[src/rtl/gigetx_pkg.sv]
// gigetx_pkg: shared state encoding, header layout, limits and helpers for the TX FIFO reader.
package gigetx_pkg;
  typedef enum logic [2:0] {IDLE, HDR, WAIT, STREAM, DROP, IPG} state_t;
  localparam int HDR_LEN_LSB = 0;
  localparam int HDR_LEN_MSB = 15;
  localparam int MAX_LEN = 1518;
  localparam int IPG_CYCLES = 2;
  localparam int REM_W = 14;
  typedef struct packed {
    logic [63:0] data;
    logic [7:0]  be;
    logic        sop;
    logic        eop;
  } word_t;
  function automatic logic [7:0] be_mask(input logic [2:0] l);
    return l == 3'd0 ? 8'hFF : (8'h01 << l) - 8'h01;
  endfunction
  function automatic logic [REM_W-1:0] len2words(input logic [15:0] len);
    logic [16:0] s;
    s = {1'b0, len} + 17'd7;
    return s[16:3];
  endfunction
endpackage

[src/rtl/gigetx_skid2.sv]
// gigetx_skid2: 2-entry output buffer between the FIFO read data and the tx valid/ready port.
module gigetx_skid2
  import gigetx_pkg::*;
(
  input  logic       clk,
  input  logic       rst,
  input  logic       push,
  input  word_t      din,
  output logic       valid,
  input  logic       ready,
  output word_t      dout,
  output logic [1:0] count
);
  word_t e0, e1;
  logic pop;
  assign valid = count != 2'd0;
  assign pop = valid && ready;
  assign dout = valid ? e0 : '0;
  always_ff @(posedge clk)
    if (rst) begin
      count <= 2'd0;
      e0 <= '0;
      e1 <= '0;
    end else begin
      count <= count + 2'(push) - 2'(pop);
      if (pop) e0 <= e1;
      if (push && count - 2'(pop) == 2'd0) e0 <= din;
      else if (push) e1 <= din;
    end
endmodule

[src/rtl/gigetx_fifo_reader.sv]
// gigetx_fifo_reader: pops length-prefixed frames from the TX frame FIFO and streams them to the MAC.
// Define GIGETX_IPG_EN to force IPG_CYCLES idle cycles after every frame.
module gigetx_fifo_reader
  import gigetx_pkg::*;
#(
  parameter int PTR = 8
) (
  input  logic         clk,
  input  logic         reset,
  output logic         fifo_rdreq,
  input  logic [63:0]  fifo_q,
  input  logic         fifo_empty,
  input  logic [PTR:0] fifo_usedw,
  output logic [63:0]  tx_data,
  output logic [7:0]   tx_be,
  output logic         tx_sop,
  output logic         tx_eop,
  output logic         tx_valid,
  input  logic         tx_ready,
  output logic         frame_done,
  output logic         frame_err,
  output logic         busy
);
`ifdef GIGETX_IPG_EN
  localparam state_t AFTER_EOP = IPG;
`else
  localparam state_t AFTER_EOP = IDLE;
`endif
  state_t state, state_n;
  logic [REM_W-1:0] words, remaining;
  logic [2:0] len_lo;
  logic [1:0] count;
  logic [15:0] hdr_len;
  logic rd_q, first, acc, room, push, stream_pop, drop_pop;
  word_t din, dout;
  assign hdr_len = fifo_q[HDR_LEN_MSB:HDR_LEN_LSB];
  assign acc = tx_valid && tx_ready;
  // room counts the word already in flight from the FIFO and the slot freed by this cycle's accept
  assign room = {1'b0, count} + {2'b0, rd_q} - {2'b0, acc} < 3'd2;
  assign push = rd_q && state == STREAM;
  assign stream_pop = state == STREAM && remaining != '0 && room;
  assign drop_pop = state == DROP && remaining != '0 && !fifo_empty;
  assign fifo_rdreq = !reset && (stream_pop || drop_pop || (state == IDLE && !fifo_empty));
  assign din = '{data: fifo_q, be: remaining == '0 ? be_mask(len_lo) : 8'hFF, sop: first, eop: remaining == '0};
  assign {tx_data, tx_be, tx_sop, tx_eop} = dout;
  assign frame_done = acc && tx_eop;
  assign frame_err = state == HDR && (hdr_len == 16'd0 || hdr_len > 16'(MAX_LEN));
  assign busy = state != IDLE;
  gigetx_skid2 skid (
    .clk(clk), .rst(reset), .push(push), .din(din),
    .valid(tx_valid), .ready(tx_ready), .dout(dout), .count(count)
  );
  always_comb begin
    state_n = state;
    case (state)
      IDLE:     state_n = fifo_empty ? IDLE : HDR;
      HDR:      state_n = hdr_len == 16'd0 ? IDLE : frame_err ? DROP : WAIT;
      WAIT:     state_n = 32'(fifo_usedw) >= 32'(words) ? STREAM : WAIT;
      STREAM:   state_n = frame_done ? AFTER_EOP : STREAM;
      DROP, IPG: state_n = remaining == '0 ? IDLE : state;
      default:  state_n = IDLE;
    endcase
  end
  always_ff @(posedge clk)
    if (reset) begin
      state <= IDLE;
      rd_q <= 1'b0;
      first <= 1'b0;
      len_lo <= 3'd0;
      words <= '0;
      remaining <= '0;
    end else begin
      state <= state_n;
      rd_q <= fifo_rdreq;
      first <= state == WAIT ? 1'b1 : push ? 1'b0 : first;
      if (state == HDR) begin
        len_lo <= hdr_len[2:0];
        words <= len2words(hdr_len);
        remaining <= len2words(hdr_len);
      end
      if (stream_pop || drop_pop || (state == IPG && remaining != '0)) remaining <= remaining - REM_W'(1);
`ifdef GIGETX_IPG_EN
      if (frame_done) remaining <= REM_W'(IPG_CYCLES - 1);
`endif
    end
endmodule

[config.mk]
export PLATFORM = sky130hd
export DESIGN_NAME = gigetx_fifo_reader
export DESIGN_NICKNAME = d
export VERILOG_FILES = /design/src/rtl/gigetx_pkg.sv /design/src/rtl/gigetx_skid2.sv /design/src/rtl/gigetx_fifo_reader.sv
export SDC_FILE = /design/constraint.sdc
export NUM_CORES = 1
export LEC_CHECK = 0
export CORE_MARGIN = 10
export CORE_UTILIZATION = 57
export CTS_CLUSTER_DIAMETER = 200
export DETAILED_ROUTE_END_ITERATION = 6
export PLACE_DENSITY = 0.94
export SLEW_MARGIN = 20
export SYNTH_ARGS = -nofsm -noshare
export SYNTH_HDL_FRONTEND = slang
export SYNTH_SLANG_ARGS = --single-unit
[constraint.sdc]
create_clock -name clk -period 10.4 [get_ports clk]
set_clock_uncertainty 0.05 [all_clocks]
set_input_delay 2.08 -clock clk [delete_from_list [all_inputs] [get_ports clk]]
set_output_delay 2.08 -clock clk [all_outputs]
set_load 0.01 [all_outputs]
==> flow_summary.ini <==
[run_status]
run_status = finished, final reports clean

[drt]
drt-total-wl_mm = 23.2
dr.pass1.iters = 5
wl_per_cell_microns = 17.0
dr.first_iter.drc_count = 774
final_antenna_net_count = 0
viasPerCell = 5.73
drc_errors = 0
num_vias = 7850

[synthesis]
yosys_warnings = 0
ys.flop_type = dfxtp_1
synth_cell_types = 57
synth_area_sq_mm = 0.00908
synthArstFlopShare_pct = 0
synth_nets = 1135
ys_ff_latch = 186
syn-instance-count = 1045
synth_edf_count = 0
seq_area_frac_synth_pct = 41.0
syn-mean-instance-area_sq_um = 8.69

[clock_tree]
cts_tree = yes
cts_resized = 0
clockRootBuffer = clkbuf_16
cts_buffers = 17
post_cts_buffers = 0
cts.clk_slew.worst_paths_ps = 60
htreeDepth = 4
clock_sinks = 186
holdBufCountCts = 0
max-clock-path-buffers = 2
insertion_delay_ps = 430

[worst_setup_path]
r2r_start = skid.count[1]
slowest_stage = clkdlybuf4s50_1
max_stage_delay_ps = 570
cpMostUsedCell = clkdlybuf4s50_1
crit_path_cell_trace = clkdlybuf4s50_1, o21ai_4, buf_4, mux2i_1, nand2_1, fa_1, and4b_1, a21oi_1, o21a_1, nor2_1, clkdlybuf4s50_1
regToRegEndpoint = skid.e0[31]
cp.required_ps = 8270
crit_arrival_ps = 5390
cp_max_fo = 35
cp-end-kind = output port
r2r_cells = 8
crit_type = in -> out
setup.worst_path.start_class = primary input
r2r_slack_ps = 6370

[layout]
drive_gt1_share_pct = 10.6
antennaDiodeCount = 0
final_core_util_pct = 70.7
finalNonFillerCells = 1371
layout_commonest_cell = dfxtp_1
n_fill_cell = 1230
final_cell_area_sq_mm = 0.0112
most-common-layout-cells = 186 x dfxtp_1, 181 x nand2_1, 154 x clkdlybuf4s50_1
nets = 1232
syn_to_final_growth_pct = 22.9

[global_routing]
grt_max_degree = 86
grt_pass1_wl_mm = 37.9
gr-total-overflow = 0
grt_pass1_vias = 7563
track_usage_pct = 21.0
antenna_found_initial = 0

[sta]
setup_tns_ps = 0
slew_headroom_pct = 31.1
hold_viol = 0
finalWorstSetupSlack_ps = 2880
finalMaxSlewViolations = 0
fin_crit_sh_pct = 72.3
worst_slew_pin_slew_ps = 1030
setup_viol = 0
fmax_mhz = 133
rsz0062_at_grt = no
timing.final.crit_period_ps = 7520
whs_ps = 405

[power]
p_leak_nw = 4.33
p_total_mw = 1.58
vdd_ir_drop_max_mv = 0.106
power_density_mw_per_mm2 = 141

[floorplanning]
num_rows = 46
die_y_microns = 146
fp.dieW_microns = 146
pin_count = 156
start_util_pct = 57.6
coreArea_sq_mm = 0.0158
dieArea_sq_mm = 0.0214

[min_path]
hold_path_class = reg -> reg
hp-start = skid.e1[25]
holdPathEnd = skid.e1[25]
whs_path_depth = 2

[placement]
port_buffers = 155
placed_area_sq_mm = 0.0106
pre_cts_ws_ps = 2880
place_congestion = 0.908
dp_cells = 1339
dp_hpwl_mm = 15.3

[job]
maxCapViolations = 0
-- power breakdown --
| group | switching (mW) | internal, mW | total (mW) |
|---|---|---|---|
| sequential | 0.0158 | 0.728 | 0.744 |
| clock | 0.271 | 0.365 | 0.636 |
| combinational | 0.119 | 0.0764 | 0.196 |
-- kinds of logic after synthesis --
| family | Yosys count | share of synthesized area (%) |
|---|---|---|
| AOI/OAI and AO/OA | 231 | 20.0 |
| xor gates and xnor gates | 15 | 1.45 |
| adders and majority gates | 13 | 1.87 |
| buffers and inverters | 102 | 5.20 |
| DFF | 186 | 41.0 |
| muxes | 75 | 8.27 |
| and+or+nand+nor | 423 | 22.2 |
-- layer usage --
metal	part of all wire (%)	track usage (%)
met1	42	25.1
met2	50	36.4
met3	6.1	5.44
met4	1.6	6.11
met5	0	0
-- area by class of cell --
cell class	count	area, sq um	area share (%)
flip-flops and latches	186	3720	33.4
clock inverters	12	124	1.11
repair buffers	163	1610	14.5
clock buffers	20	457	4.09
multi-input cells	757	4900	44.0
inverters	17	63.8	0.572
well taps	216	270	2.42
-- critical path: cells and delay by family --
family,cells,cell delay (ps)
buffers and inverters,3,1430
multiplexers,1,530
AND/OR/NAND/NOR,3,500
adder cells (fa/ha/maj),1,510
AO/OA/AOI/OAI,3,340
-- state kept, by name, summed over array words and instances (netlist names) --
| signal | flops |
|---|---|
| state | 3 |
| len_lo | 3 |
| skid.count | 2 |
| skid.e0 | 74 |
| first | 1 |
| rd_q | 1 |
| words | 14 |
| remaining | 14 |
| skid.e1 | 74 |
-- Yosys cell counts, types with 5 or more instances --
cell / instances / area share [%]
o31ai_1: 5 / 0.41
nand2_1: 181 / 7.5
clkbuf_1: 60 / 2.5
nand2b_1: 5 / 0.34
xnor2_1: 12 / 1.2
a31oi_1: 12 / 0.83
nand4_1: 9 / 0.62
ha_1: 12 / 1.7
buf_6: 9 / 1.1
and2_1: 79 / 5.4
mux2i_1: 75 / 8.3
a21oi_1: 99 / 5.5
o21ai_0: 9 / 0.50
nand3_1: 8 / 0.44
or3_1: 9 / 0.62
buf_2: 11 / 0.61
nor2_1: 88 / 3.6
nor3_1: 9 / 0.50
dfxtp_1: 186 / 41
inv_1: 17 / 0.70
a211oi_1: 7 / 0.58
a211oi_2: 69 / 9.5
nor4_1: 6 / 0.41
-- worst max path at each step --
stage               startpoint          to  slack, ps  cells after the start
global route          tx_ready  fifo_rdreq       2740                     11
detailed placement    tx_ready  fifo_rdreq       2880                     11
floorplan             tx_ready  fifo_rdreq       4140                     10
global placement      tx_ready  fifo_rdreq       3030                     11
finish                tx_ready  fifo_rdreq       2880                     11
CTS                   tx_ready  fifo_rdreq       2880                     11
(Power assumes the default switching activity.)
